--- config.mk ---
export PLATFORM = sky130hd
export DESIGN_NAME = fp_exec_unit_flat
export DESIGN_NICKNAME = d
export VERILOG_FILES = /design/src/rtl/fp_exec_unit_if.sv /design/src/rtl/fp_exec_unit.sv /design/src/flat_wrapper.sv
export SDC_FILE = /design/constraint.sdc
export NUM_CORES = 1
export LEC_CHECK = 0
export CAP_MARGIN = 10
export CORE_MARGIN = 4
export CORE_UTILIZATION = 39
export DETAILED_ROUTE_END_ITERATION = 12
export GPL_TIMING_DRIVEN = 0
export MAX_ROUTING_LAYER = met4
export PLACE_DENSITY = 0.8
export SLEW_MARGIN = 20
export SYNTH_ARGS = -nofsm -noshare
export SYNTH_HDL_FRONTEND = slang
export SYNTH_SLANG_ARGS = --single-unit
--- constraint.sdc ---
create_clock -name clk -period 1.8 [get_ports clk]
set_input_delay 0.36 -clock clk [delete_from_list [all_inputs] [get_ports clk]]
set_output_delay 0.36 -clock clk [all_outputs]
set_load 0.02 [all_outputs]
--- src/rtl/fp_exec_unit_if.sv ---
// Bus between the FP execution unit and its environment: the issue port,
// the registered drive to the external combinational FP_ALU, the ALU
// outputs coming back, and the writeback/status outputs.
//
// Handshake: start is a request, and it is taken on a rising edge only
// while busy is low (IDLE). There is no separate ready signal: !busy is
// the ready. A request made while busy is dropped, not queued. done is a
// one-cycle strobe in the cycle after capture. result, wb_dest, cc, cause
// and flags stay valid after done until the next capture or accept.
interface fp_exec_unit_if;
  logic        start;
  logic [2:0]  func;
  logic [31:0] num1;
  logic [31:0] num2;
  logic [4:0]  dest;
  logic        flag_clr;

  logic [31:0] alu_num1;
  logic [31:0] alu_num2;
  logic [2:0]  alu_func;
  logic [31:0] alu_result;
  logic        alu_overflow;
  logic        alu_underflow;
  logic        alu_inexact;
  logic        alu_div_by_zero;
  logic        alu_QNaN;
  logic        alu_SNaN;

  logic        busy;
  logic        done;
  logic [31:0] result;
  logic [4:0]  wb_dest;
  logic        wb_en;
  logic [2:0]  cc;
  logic [5:0]  cause;
  logic [5:0]  flags;
  logic [1:0]  dbg_state;

  modport slave (
    input  start, func, num1, num2, dest, flag_clr,
    input  alu_result, alu_overflow, alu_underflow, alu_inexact,
    input  alu_div_by_zero, alu_QNaN, alu_SNaN,
    output alu_num1, alu_num2, alu_func,
    output busy, done, result, wb_dest, wb_en, cc, cause, flags, dbg_state
  );

  modport master (
    output start, func, num1, num2, dest, flag_clr,
    output alu_result, alu_overflow, alu_underflow, alu_inexact,
    output alu_div_by_zero, alu_QNaN, alu_SNaN,
    input  alu_num1, alu_num2, alu_func,
    input  busy, done, result, wb_dest, wb_en, cc, cause, flags, dbg_state
  );
endinterface

--- src/rtl/fp_exec_unit.sv ---
// FP execution unit sequencer. It latches one operation and drives it to
// an external combinational FP_ALU. It waits an opcode-dependent settle
// time and then captures the result and exception flags. It produces a
// writeback strobe and keeps the compare code and sticky flags.
module fp_exec_unit #(
  parameter int MUL_CYCLES = 2,
  parameter int DIV_CYCLES = 4
) (
  input logic           clk,
  input logic           rst,
  fp_exec_unit_if.slave bus
);

  localparam int MAXL = (MUL_CYCLES > DIV_CYCLES) ? MUL_CYCLES : DIV_CYCLES;
  localparam int CW   = $clog2(MAXL + 1);

  typedef enum logic [1:0] {
    S_IDLE = 2'd0,
    S_EXEC = 2'd1,
    S_DONE = 2'd2
  } state_t;

  state_t      r_state;
  logic [CW-1:0] r_cnt;
  logic [31:0] r_alu_num1;
  logic [31:0] r_alu_num2;
  logic [2:0]  r_alu_func;
  logic [31:0] r_result;
  logic [4:0]  r_wb_dest;
  logic        r_wb_en;
  logic        r_done;
  logic        r_busy;
  logic [2:0]  r_cc;
  logic [5:0]  r_cause;
  logic [5:0]  r_flags;

  logic [CW-1:0] w_lat;
  logic [5:0]    w_cause_new;
  logic          w_capture;

  // Settle time for the requested opcode: mul and div/sqrt are multi-cycle
  always_comb begin
    w_lat = CW'(1);
    case (bus.func)
      3'b010:         w_lat = CW'(MUL_CYCLES);
      3'b011, 3'b101: w_lat = CW'(DIV_CYCLES);
      default:        w_lat = CW'(1);
    endcase
  end

  // Flags of the op in flight. The reserved opcode never reports any.
  always_comb begin
    w_cause_new = {bus.alu_SNaN, bus.alu_QNaN, bus.alu_div_by_zero,
                   bus.alu_overflow, bus.alu_underflow, bus.alu_inexact};
    if (r_alu_func == 3'b111) w_cause_new = 6'b0;
  end

  assign w_capture = (r_state == S_EXEC) && (r_cnt == CW'(1));

  // Main sequencer: accept, count down the settle time, capture, strobe done
  always_ff @(posedge clk) begin
    if (rst) begin
      r_state    <= S_IDLE;
      r_cnt      <= '0;
      r_alu_num1 <= '0;
      r_alu_num2 <= '0;
      r_alu_func <= '0;
      r_result   <= '0;
      r_wb_dest  <= '0;
      r_wb_en    <= 1'b0;
      r_done     <= 1'b0;
      r_busy     <= 1'b0;
      r_cc       <= '0;
      r_cause    <= '0;
    end else begin
      case (r_state)
        S_IDLE: begin
          if (bus.start) begin
            r_alu_num1 <= bus.num1;
            r_alu_num2 <= bus.num2;
            r_alu_func <= bus.func;
            r_wb_dest  <= bus.dest;
            r_cnt      <= w_lat;
            r_busy     <= 1'b1;
            r_state    <= S_EXEC;
          end
        end
        S_EXEC: begin
          r_cnt <= r_cnt - CW'(1);
          if (w_capture) begin
            r_result <= bus.alu_result;
            r_cause  <= w_cause_new;
            if (r_alu_func == 3'b100) r_cc <= bus.alu_result[2:0];
            // Compares and the reserved opcode write no register.
            // A signalling NaN also suppresses the write.
            r_wb_en  <= (r_alu_func != 3'b100) && (r_alu_func != 3'b111) &&
                        !bus.alu_SNaN;
            r_done   <= 1'b1;
            r_state  <= S_DONE;
          end
        end
        S_DONE: begin
          r_done  <= 1'b0;
          r_wb_en <= 1'b0;
          r_busy  <= 1'b0;
          r_state <= S_IDLE;
        end
        default: r_state <= S_IDLE;
      endcase
    end
  end

  // Sticky flags. A clear on the capture edge keeps only the new op's flags.
  always_ff @(posedge clk) begin
    if (rst) begin
      r_flags <= '0;
    end else if (w_capture) begin
      r_flags <= (bus.flag_clr ? 6'b0 : r_flags) | w_cause_new;
    end else if (bus.flag_clr) begin
      r_flags <= '0;
    end
  end

  assign bus.alu_num1  = r_alu_num1;
  assign bus.alu_num2  = r_alu_num2;
  assign bus.alu_func  = r_alu_func;
  assign bus.result    = r_result;
  assign bus.wb_dest   = r_wb_dest;
  assign bus.wb_en     = r_wb_en;
  assign bus.done      = r_done;
  assign bus.busy      = r_busy;
  assign bus.cc        = r_cc;
  assign bus.cause     = r_cause;
  assign bus.flags     = r_flags;
  assign bus.dbg_state = r_state;

endmodule

--- src/flat_wrapper.sv ---
// flat-port wrapper written by rule: the top's interface ports become plain ports
module fp_exec_unit_flat 
#(
  parameter int MUL_CYCLES = 2,
  parameter int DIV_CYCLES = 4
)
  (clk, rst, bus_start, bus_func, bus_num1, bus_num2, bus_dest, bus_flag_clr, bus_alu_result, bus_alu_overflow, bus_alu_underflow, bus_alu_inexact, bus_alu_div_by_zero, bus_alu_QNaN, bus_alu_SNaN, bus_alu_num1, bus_alu_num2, bus_alu_func, bus_busy, bus_done, bus_result, bus_wb_dest, bus_wb_en, bus_cc, bus_cause, bus_flags, bus_dbg_state);
  fp_exec_unit_if bus_i ();
  input logic clk;
  input logic rst;
  input wire logic [$bits(bus_i.start)-1:0] bus_start;
  input wire logic [$bits(bus_i.func)-1:0] bus_func;
  input wire logic [$bits(bus_i.num1)-1:0] bus_num1;
  input wire logic [$bits(bus_i.num2)-1:0] bus_num2;
  input wire logic [$bits(bus_i.dest)-1:0] bus_dest;
  input wire logic [$bits(bus_i.flag_clr)-1:0] bus_flag_clr;
  input wire logic [$bits(bus_i.alu_result)-1:0] bus_alu_result;
  input wire logic [$bits(bus_i.alu_overflow)-1:0] bus_alu_overflow;
  input wire logic [$bits(bus_i.alu_underflow)-1:0] bus_alu_underflow;
  input wire logic [$bits(bus_i.alu_inexact)-1:0] bus_alu_inexact;
  input wire logic [$bits(bus_i.alu_div_by_zero)-1:0] bus_alu_div_by_zero;
  input wire logic [$bits(bus_i.alu_QNaN)-1:0] bus_alu_QNaN;
  input wire logic [$bits(bus_i.alu_SNaN)-1:0] bus_alu_SNaN;
  output wire logic [$bits(bus_i.alu_num1)-1:0] bus_alu_num1;
  output wire logic [$bits(bus_i.alu_num2)-1:0] bus_alu_num2;
  output wire logic [$bits(bus_i.alu_func)-1:0] bus_alu_func;
  output wire logic [$bits(bus_i.busy)-1:0] bus_busy;
  output wire logic [$bits(bus_i.done)-1:0] bus_done;
  output wire logic [$bits(bus_i.result)-1:0] bus_result;
  output wire logic [$bits(bus_i.wb_dest)-1:0] bus_wb_dest;
  output wire logic [$bits(bus_i.wb_en)-1:0] bus_wb_en;
  output wire logic [$bits(bus_i.cc)-1:0] bus_cc;
  output wire logic [$bits(bus_i.cause)-1:0] bus_cause;
  output wire logic [$bits(bus_i.flags)-1:0] bus_flags;
  output wire logic [$bits(bus_i.dbg_state)-1:0] bus_dbg_state;
  assign bus_i.start = bus_start;
  assign bus_i.func = bus_func;
  assign bus_i.num1 = bus_num1;
  assign bus_i.num2 = bus_num2;
  assign bus_i.dest = bus_dest;
  assign bus_i.flag_clr = bus_flag_clr;
  assign bus_i.alu_result = bus_alu_result;
  assign bus_i.alu_overflow = bus_alu_overflow;
  assign bus_i.alu_underflow = bus_alu_underflow;
  assign bus_i.alu_inexact = bus_alu_inexact;
  assign bus_i.alu_div_by_zero = bus_alu_div_by_zero;
  assign bus_i.alu_QNaN = bus_alu_QNaN;
  assign bus_i.alu_SNaN = bus_alu_SNaN;
  assign bus_alu_num1 = bus_i.alu_num1;
  assign bus_alu_num2 = bus_i.alu_num2;
  assign bus_alu_func = bus_i.alu_func;
  assign bus_busy = bus_i.busy;
  assign bus_done = bus_i.done;
  assign bus_result = bus_i.result;
  assign bus_wb_dest = bus_i.wb_dest;
  assign bus_wb_en = bus_i.wb_en;
  assign bus_cc = bus_i.cc;
  assign bus_cause = bus_i.cause;
  assign bus_flags = bus_i.flags;
  assign bus_dbg_state = bus_i.dbg_state;
  fp_exec_unit #(.MUL_CYCLES(MUL_CYCLES), .DIV_CYCLES(DIV_CYCLES)) u_core (.clk(clk), .rst(rst), .bus(bus_i));
endmodule
== After elaboration in Yosys (flattened, before gate mapping) ==
Cells that the tools add are included.
Operators by class
  add/subtract/negate cells: 1
  equality and inequality tests: 12
  multiplexer cells: 15
  bitwise gates (word level): 1
  reduce and logical (&&, ||, !) cells: 16
Operators by type and width (number)
  $mux 6: 3
  $pmux 3 s2: 2
  $reduce_and 2->1: 6
  $eq 3x3->1 const B: 3
  $eq 3x2->1 const B: 2
  $ne 3x3->1 const B: 2
  $or 6x6->6: 1
  $pmux 1 s2: 3
  $reduce_bool 2->1: 3
  $mux 2: 2
  $pmux 2 s2: 1
  $eq 3x1->1 const B: 1
  $logic_and 1x1->1: 3
  $mux 1: 3
  $mux 3: 1
  $reduce_and 3->1: 1
  $sub 3x1->3 const B: 1
  $eq 2x1->1 const B: 1
  $eq 2x2->1 const B: 1
  $logic_not 2->1: 1
  $ne 2x1->1 const B: 1
  $ne 2x2->1 const B: 1
  $reduce_or 2->1: 1
  $logic_not 1->1: 1
Storage, ports and cells
  flip-flop bits (word level): 127
  bits of input ports: 114
  output and inout bits: 124
  logic and storage cells: 58

== Longest topological paths before layout ==
  word-level depth: 5
  gate-level depth with buffers: 7
  depth with buffers taken out: 5

== Worst setup path before layout ==
No wires, ideal clock.
  kind: reg2reg
  from: register u_core.r_state[0], in the netlist u_core.bus.dbg_state[0]
  to: register u_core.r_alu_num1[5], in the netlist u_core.bus.alu_num1[5]
  setup time: 0.132 ns
  arrival: 1.397 ns
  data required time: 1.668 ns
  setup slack: 0.271 ns
  stages on the path, launching flop included: 8
  buffers on the path: 4
  clock period less this slack: 1.529 ns
  path through: dfxtp_1 > buf_6 > or3b_1 > clkbuf_1 > buf_2 > buf_2 > nand2_1 > a21oi_1
On the way
  word-level cells in the longest chain between the ends: 2
Ends and longest elaborated chain
  start, declared: line fp_exec_unit.sv:23  | state_t r_state;
  start signal, assigned: line fp_exec_unit.sv:63  | r_state <= S_IDLE;
  start signal, assigned: line fp_exec_unit.sv:85  | r_state <= S_EXEC;
  start signal, assigned: line fp_exec_unit.sv:99  | r_state <= S_DONE;
  $logic_not 2->1: line fp_exec_unit.sv:76  | case (r_state)
  $reduce_and 2->1 (no source line)
  end signal, assigned: line fp_exec_unit.sv:79  | r_alu_num1 <= bus.num1;
  end, declared: line fp_exec_unit.sv:25  | logic [31:0] r_alu_num1;
Every way passes these cells.
A chain may end at the register's enable or synchronous reset.

== Final worst setup path ==
  from: register u_core.r_alu_num1[15], in the netlist u_core.bus.alu_num1[15]
  to: output bus_alu_num1[15]
RTL lines
  end, declared: line flat_wrapper.sv:24  | output wire logic [$bits(bus_i.alu_num1)-1:0] bus_alu_num1;
No word-level cell between the ends.

==> results <==
## where the power goes
part | switching (mW) | internal, mW
Clock | 1.15 | 2.49
Combinational | 0.617 | 0.603
Sequential | 0.0901 | 2.97
Total | 1.86 | 6.07
## layout by cell type (no fill, tap or decap), drive strengths merged
cell,netlist,final
nor2b,2,2
o21ai,6,6
or3,1,1
clkbuf,22,52
dfxtp,127,127
nand2b,9,9
clkinv,0,1
xor2,1,1
o211ai,1,1
clkdlybuf4s50,0,229
a41o,1,1
a21o,1,1
ha,2,2
a2111oi,1,1
buf,20,16
nor3b,3,3
nand3,12,12
nor2,4,4
dlymetal6s2s,0,3
nand2,218,218
inv,5,5
a31oi,3,3
dlygate4sd2,0,4
xnor2,1,1
nor4bb,1,1
a21oi,122,122
bufinv,0,4
nand4bb,1,1
or3b,2,2
## tightest hold or removal path, stage by stage
cell and delay [ns]:
clkbuf_1 0.20, inv_1 0.12, nand2_1 0.05, nor2_1 0.07
## cells by family (layout without fill, tap and decap cells)
family / Yosys count / after routing / synth area share
adder cells (fa/ha/maj): 2 / 2 / 0.00555
buffers and inverters: 47 / 314 / 0.0449
flip-flops: 127 / 127 / 0.564
AO/OA/AOI/OAI: 135 / 135 / 0.154
XOR/XNOR: 2 / 2 / 0.00388
AND/OR/NAND/NOR: 253 / 253 / 0.228
## per-stage QoR
stage	power [mW]	setup WS (ns)	hold slack (ns)	TNS, ns	utilization
2_1_floorplan	3.65	0.271	0.445	0	-
3_3_place_gp	4.29	-0.286	0.441	-16.94	0.620
3_5_place_dp	4.33	-0.350	0.447	-19.59	0.620
4_1_cts	7.96	0.0107	0.411	0	0.676
5_1_grt	8.20	-0.00545	0.463	-0.00545	0.677
6_report	7.93	0.0447	0.428	0	0.677
## per-layer routing
layer  vias to the layer above  wire, µm  share of wire  global-route usage
li1                       2352         -              -                   -
met5                         -         0              0                   -
met4                         0       431          0.028               0.108
met1                      2223      5870           0.38               0.258
met2                       181      8130           0.52               0.397
met3                        31      1170          0.075              0.0585
## flip-flops by register name, indices dropped and copies added (netlist names)
name	count
u_core.bus.busy	1
u_core.bus.wb_en	1
u_core.bus.result	32
u_core.bus.alu_num2	32
u_core.bus.flags	6
u_core.bus.cause	6
u_core.bus.alu_func	3
u_core.bus.done	1
u_core.r_cnt	3
u_core.bus.alu_num1	32
u_core.bus.dbg_state	2
u_core.bus.wb_dest	5
u_core.bus.cc	3
## layout make-up
| class | instances | area, µm² |
|---|---|---|
| fillers | 895 | 3670 |
| flip-flops and latches | 127 | 2540 |
| repair buffers | 236 | 2360 |
| multi-input cells | 392 | 1770 |
| clock buffers | 26 | 509 |
| plain buffers | 42 | 195 |
| well taps | 143 | 179 |
| clock inverters | 5 | 125 |
| inverters | 5 | 18.8 |
## how the worst max path moves through the flow
stage | from | to | slack (ns) | cells after the start
4_1_cts | u_core.bus.dbg_state[0] | bus_dbg_state[0] | 0.01 | 1
5_1_grt | u_core.r_cnt[1] | u_core.bus.cause[3] | -0.005 | 7
3_5_place_dp | bus_start | u_core.bus.alu_num1[20] | -0.35 | 6
2_1_floorplan | u_core.bus.dbg_state[0] | u_core.bus.alu_num1[5] | 0.27 | 7
3_3_place_gp | bus_start | u_core.bus.alu_num1[19] | -0.29 | 6
6_report | u_core.bus.alu_num1[15] | bus_alu_num1[15] | 0.04 | 1
## timing repair
action,4_1_cts,5_1_grt
setup buffers,0,0
resized for setup,5,13
endpoints found under the setup margin,5,62
==> metrics.md <==
| Metric | Value |
|---|---|
| Status | `complete, no violations` |
| Routed vias | `4787` |
| Die Y | `116 µm` |
| Worst Reg-to-Reg Cells | `7` |
| Leading cell type by number of instances after synthesis | `nand2_1` |
| Buf+Inv Stages, Crit Path | `1` |
| Global placement routability congestion | `0.867` |
| Antenna diodes | `0` |
| CP cell instances | `clkdlybuf4s50_1` |
| Nets | `937` |
| Worst hold path endpoint | `u_core.bus.busy` |
| Die ar. | `13400 µm²` |
| Initial antenna violation count | `0` |
| Leak | `2.90 nW` |
| Crit Path Class | `flop to primary output` |
| R2R Path End | `u_core.bus.alu_num1[20]` |
| Global-route wire length before repair | `23400 µm` |
| Netlist cell types | `27` |
| Worst-Skew Late Latency | `0.41 ns` |
| Max Fanout on Critical Path | `2` |
| Die W | `116 µm` |
| CTS tree | `yes` |
| Critical-path top delay cell | `clkdlybuf4s50_1` |
| Post-Synthesis Cell Area | `4510 µm²` |
| Core ar. | `11400 µm²` |
| WL/cell | `16.0 µm` |
| Delay of the slowest critical-path stage | `0.63 ns` |
| Hold buffer count at CTS | `0` |
| Placed cells | `945` |
| Clock Tree Buf Depth | `2` |
| Top cells by area, synth | `dfxtp_1 (56%), nand2_1 (18%), a21oi_1 (14%), clkbuf_1 (1.8%), buf_2 (1.7%)` |
| Vias per cell | `4.90` |
| Clock sink count | `127` |
| Req. time, crit path | `1.44 ns` |
| EDFF count, synth | `0` |
| Hold Path Depth | `4` |
| Max-Cap Viols | `0` |
| Largest net degree at the start of global routing | `17` |
| Final Hold Fails | `0` |
| Cells after Synth | `566` |
| Worst-Margin Slew | `0.687 ns` |
| WP data arrival | `1.40 ns` |
| Core Rows | `39` |
| R2r setup slk | `0.11 ns` |
| RR Startpoint | `u_core.bus.dbg_state[0]` |
| Power Dens Cells | `1030 nW/µm²` |
| Period utilisation layout | `0.975` |
| Post-DP Area | `7050 µm²` |
| Starting Density | `0.397` |
| Worst Setup Start Kind | `flop` |
| Hold Startpoint | `rst` |
| Hold Path Class | `primary input to flop` |
| Sequential area share after synthesis | `0.564` |
| Synth top area share | `0.564` |
| Largest delay share family, worst path | `buffers and inverters` |
| Leading area contributor after synthesis | `dfxtp_1` |
| Syn nets | `682` |
| Min cycle time layout | `1.76 ns` |
| Remaining antenna violation count | `0` |
| Top FF cell, synth | `dfxtp_1` |
| Slew Limit Fails | `0` |
| Synth warn | `0` |
| CTS Buf Count | `17` |
| Layout area overhead | `70.7%` |
| Mean area per synthesized cell | `7.97 µm²` |
| H-tree Lvls | `4` |
| CTS root buffer | `clkbuf_16` |
| Commonest cells in the netlist | `nand2_1 (218), dfxtp_1 (127), a21oi_1 (122)` |
| CP endpoint kind | `primary output` |
| Io pins | `238` |
| Maximum vdd drop | `563 µV` |
| Number of port buffers | `236` |
| Clock skew | `0.00701 ns` |
| Register bit total from synthesis | `127` |
| DR iter-0 viols | `234` |
| Final WL | `15600 µm` |
| Timing-limited maximum frequency | `570 MHz` |
| Async SR Flop Fraction | `0` |
| Layout cells sized above 1 | `0.0624` |
| All-Layer GR Usage | `0.234` |
| # DRC | `0` |
| Worst-path clk slew | `0.05 ns` |
| Vias in the first global route | `4662` |
| Non-Filler Instances | `976` |
| DRT Pass-1 Iters | `4` |
| DP Wirelength | `11600 µm` |
| Post-route cell area | `7700 µm²` |
| Final setup fails | `0` |
| Slew margin rel. | `0.542` |
| GR Overflow Total | `0` |
No activity file was read; power rests on OpenSTA's default activity.
==> variant 1 (same settings) <==
`DIV_CYCLES` is set to 4 in 2 places; all go to 8.
--- a/src/rtl/fp_exec_unit.sv
+++ b/src/rtl/fp_exec_unit.sv
@@ -6,3 +6,3 @@
   parameter int MUL_CYCLES = 2,
-  parameter int DIV_CYCLES = 4
+  parameter int DIV_CYCLES = 8
 ) (
--- a/src/flat_wrapper.sv
+++ b/src/flat_wrapper.sv
@@ -4,3 +4,3 @@
   parameter int MUL_CYCLES = 2,
-  parameter int DIV_CYCLES = 4
+  parameter int DIV_CYCLES = 8
 )
Formal check against the unedited RTL: not equivalent (Yosys sat finds a counterexample within 10 cycles, from zero or initial values and one cycle with rst high).
==> variant 1 against the original RTL <==
- register-to-register slack got worse by 20 ps
- setup slack better by 6.3 ps
- area after synthesis increased by 6.6%
- sequential cell count is 1 higher
- clock skew rose by 4.3 ps
- wire length rose by 2.6%
- design area increased by 4.3%
- first-iteration DRC count up 8.1%
- total power grew 1.3%
- largest cell class unchanged
==> variant 1: results (changes against the original RTL) <==
| Metric | Value |
|---|---|
| Number of antenna violations at the first check in global routing | 0 (unchanged) |
| Met2 WL post-DR | 8.014 mm (-1.5%) |
| I/O Buffers | 237 (+0.42%) |
| Maximum VDD drop | 0.0005782 V (+2.7%) |
| CP Max Fanout | 2 (unchanged) |
| Total gr overflow | 0 (unchanged) |
| Fin nets | 949 (+1.3%) |
| Final HPWL DP | 12.14 mm (+5.1%) |
| Layout Skew | 11.34 ps (+4.332 ps) |
| Pre-CTS setup slack | -418.8 ps (-68.76 ps) |
| Xor-xnor portion of the synthesized cell area | 0.003642 (-0.0002415) |
| Worst min path class | flip-flop to flip-flop |
| RePlAce Congestion | 0.8248 (-4.9%) |
| CP max stage delay | about 640 ps |
| Synth Net Count | 693 (+1.6%) |
| Post-synth cell types | 34 (+26%) |
| Via-to-Cell Ratio | 5.042 (+2.8%) |
| Placed Area | 0.007392 mm2 (+4.8%) |
| Count of warnings emitted by yosys | 0 (unchanged) |
| Filler cell count | 977 (+9.2%) |
| Seq/Total Area, Yosys | 0.5328 (-0.03088) |
| Antenna fix cells | 0 (unchanged) |
| Largest delay share family, worst path | buffers and inverters |
| Largest net degree at the start of global routing | 17 (unchanged) |
| Routed wl met3 | 1.061 mm (-9.3%) |
| DRT iter0 DRCs | 253 (+8.1%) |
| Longest Clk Path Bufs | 2 (unchanged) |
| Adder-Cell Fraction of Synth Area | 0.005203 (-0.0003449) |
| Compound-Gate Fraction of Synth Area | 0.1805 (+0.02687) |
| Reg clk slew, reported paths | ~60 ps |
| Leak | 2.963 nW (+2.2%) |
| Worst skew pair latency | 410 ps (about the same) |
| DR pass1 iterations | 6 (+2) |
| First-pass GRT wire length | 25.24 mm (+7.8%) |
| Final Instance Count excl. Fillers | 1,014 (+3.9%) |
| Arrival time of the worst setup path | 1390 ps |
| Clock root buffer | clkbuf_16 |
| Wirelength per Cell | 15.79 um (-1.2%) |
| Wire length on met1 | 6.436 mm (+9.7%) |
| TritonCTS Buffers | 17 (unchanged) |
| Top post-synthesis cells by count | nand2_1 (152), dfxtp_1 (128), a21oi_1 (121), nand3_1 (35), o21ai_0 (30) |
| Number of global-route vias before repair | 5,076 (+8.9%) |
| Share of layout cells above drive strength 1 | 0.07801 (+0.01559) |
| Placed insts | 982 (+3.9%) |
| Multi-input gate area | 0.001944 mm2 (+10%) |
| Total GRT Usage | 0.2270 (-0.006883) |
| Multiplexer area fraction after synthesis | 0.006243 (+0.006243) |
| H-tree levels | 4 (unchanged) |
| Top Layer Used | met4 |
| Slew at the pin closest to its max-slew limit | 575.9 ps (-111.4 ps) |
| Largest cells by area after synthesis | dfxtp_1 (53%), a21oi_1 (13%), nand2_1 (12%) |
| Status | completed |
| Synth Instances | 577 (+1.9%) |
## variant 1: cell types whose count changed after synthesis, sizes merged, moves of 3 or more
cell    unedited run  this run
buf               20        25
mux2i              0         3
nand2            218       152
nand2b             9        15
nand3             12        35
nand4              0         6
nor2               4         1
o21ai              6        40
## variant 1: path summary, 6_finish.rpt
path                                 from                      end  slack, ps  cells after the start
setup / recovery  u_core.bus.dbg_state[0]         bus_dbg_state[0]         50                      1
hold / removal    u_core.bus.alu_num1[15]  u_core.bus.alu_num1[15]        450                      2
setup reg to reg          u_core.r_cnt[1]      u_core.bus.cause[5]         90                      6
hold reg to reg   u_core.bus.alu_num1[15]  u_core.bus.alu_num1[15]        450                      2
## variant 1: cell type report
type,count,share of cell area
tap,168,0.02616
buffer,49,0.03768
multi-input combinational,397,0.2420
inverter,3,0.001401
timing repair buffer,237,0.2955
clock inverter,13,0.02320
clock buffer,19,0.05512
sequential,128,0.3189
## variant 1: report_power, final
group          switching [mW]  internal, mW
registers              0.0921          2.99
clock network            1.26          2.36
logic                   0.685         0.657
total                    2.03          6.00
## variant 1: kinds of logic (layout without fill, tap and decap cells)
family | after synthesis | after routing
and+or+nand+nor | 222 | 222
AOI/OAI and AO/OA | 168 | 168
muxes | 3 | 3
xor gates and xnor gates | 2 | 2
DFF | 128 | 128
buffers and inverters | 52 | 321
adders and majority gates | 2 | 2
## variant 1: what timing repair did
action	in CTS	in global routing
pin swaps	0	0
endpoints found under the setup margin	4	31
resized for setup	4	12
## variant 1: per-layer routing
metal,up-vias,global-route usage
li1,2470,-
met1,2378,0.2514
met2,226,0.3826
met3,39,0.06220
met4,0,0.09993
met5,-,-
==> variant 2 (config.mk and constraints unchanged) <==
Made on the original files. Reset style: asynchronous (`rst`), changed in 2 clocked blocks.
--- a/src/rtl/fp_exec_unit.sv
+++ b/src/rtl/fp_exec_unit.sv
@@ -60,3 +60,3 @@
   // Main sequencer: accept, count down the settle time, capture, strobe done
-  always_ff @(posedge clk) begin
+  always_ff @(posedge clk or posedge rst) begin
     if (rst) begin
@@ -113,3 +113,3 @@
   // Sticky flags. A clear on the capture edge keeps only the new op's flags.
-  always_ff @(posedge clk) begin
+  always_ff @(posedge clk or posedge rst) begin
     if (rst) begin
Behaviour: differs if rst is asserted again (counterexample within 4 cycles, from zero or initial values and one cycle with rst high); with rst held inactive, the same outputs for 10 cycles.
==> variant 2 against the original RTL <==
- clock skew increased by 4.0 ps
- area after synthesis rose by 16%
- count of clock-buffer cells in the layout shrank 2
- register-to-register slack worse by 20 ps
- setup slack got worse by 12 ps
- sequential cell count is the same
- wire length is 8.3% lower
- design area up 10%
Power is not compared: it rests on default switching activity, and its combinational part moved more than twofold at a synthesized area within 25%.
==> variant 2: results (changes against the original RTL) <==
| Metric | Value |
|---|---|
| Pre-CTS setup slack | -258.3 ps (+91.74 ps) |
| DR vias | 3,830 (-20%) |
| Status | completed |
| First-pass GRT wire length | 21.18 mm (-9.5%) |
| Wirelength per Cell | 17.47 um (+9.3%) |
| Reg2reg setup slack | 90 ps (-20 ps) |
| Post-synth cell types | 35 (+30%) |
| Critical Path End | bus_result[22] |
| Final HPWL DP | 10.86 mm (-6.0%) |
| Number of antenna violations at the first check in global routing | 0 (unchanged) |
| WHS | 281.0 ps (-147.5 ps) |
| Seq/Total Area, Yosys | 0.6051 (+0.04139) |
| Ys async rst share | 1.000 (+1.000) |
| Xor-xnor portion of the synthesized cell area | 0.003335 (-0.0005486) |
| Top_reg_cell synth | dfrtp_1 |
| Adder-Cell Fraction of Synth Area | 0.004764 (-0.0007837) |
| Fin nets | 747 (-20%) |
| Placed insts | 788 (-17%) |
| Largest net degree at the start of global routing | 35 (+18) |
| Largest cells by area after synthesis | dfrtp_1 (61%), mux2_4 (20%), nand2_1 (7.1%) |
| Largest delay share family, worst path | buffers and inverters |
| Total GRT Usage | 0.1866 (-0.04726) |
| Compound-Gate Fraction of Synth Area | 0.03978 (-0.1139) |
| Sequential fraction of design power | 0.313 |
| I/O Buffers | 237 (+0.42%) |
| Number of global-route vias before repair | 4,116 (-12%) |
| Share of layout cells above drive strength 1 | 0.2006 (+0.1382) |
| P_sw | 5.883 mW |
| Filler cell count | 988 (+10%) |
| Crit path launch | u_core.bus.result[22] |
| Layout Skew | 10.98 ps (+3.976 ps) |
| Top post-synthesis cells by count | dfrtp_1 (127), nand2_1 (100), mux2_4 (69), a22o_1 (12), buf_12 (7) |
| Synth Instances | 371 (-34%) |
| TritonCTS Buffers | 17 (unchanged) |
| Final Total Pwr | 16.53 mW |
| Synth Net Count | 487 (-29%) |
| Placed Area | 0.007936 mm2 (+13%) |
| Multiplexer area fraction after synthesis | 0.2101 (+0.2101) |
| Total wire length | 14.31 mm (-8.3%) |
| RePlAce Congestion | 0.8150 (-6.0%) |
| RR Startpoint | u_core.r_cnt[1] |
| Worst min path class | input pin to asynchronous set/reset pin |
| R2R Path End | u_core.bus.flags[2] |
| Min Tclk post-route | 1767 ps (+12.01 ps) |
| Headroom to the max-slew limit | 0.7124 (+0.1705) |
| DRT iter0 DRCs | 177 (-24%) |
==> variant 2: cell types whose count changed after synthesis, sizes merged, moves of 4 or more <==
| cell | delta |
|---|---|
| a21oi | -120 |
| a22o | +12 |
| buf | -4 |
| clkbuf | -19 |
| dfrtp | +127 |
| dfxtp | -127 |
| mux2 | +75 |
| nand2 | -118 |
| nand2b | -7 |
| nand3 | -10 |
| o21ai | -4 |
==> variant 2: routing by layer <==
metal | global-route usage | vias to the layer above | wire length, um
li1 | - | 1764 | -
met1 | 0.2138 | 1894 | 5592
met2 | 0.3078 | 145 | 7433
met3 | 0.05359 | 27 | 936
met4 | 0.07803 | 0 | 344
met5 | - | - | 0
==> variant 2: final cells by class <==
class,count,area (um2),area share
Buffer,19,211.5,0.02489
Timing Repair Buffer,241,2501,0.2944
Multi-Input combinational cell,218,1836,0.2160
Inverter,7,31.28,0.003681
Clock inverter,7,37.54,0.004418
Tap cell,176,220.2,0.02592
Clock buffer,24,481.7,0.05669
Sequential cell,127,3178,0.3740
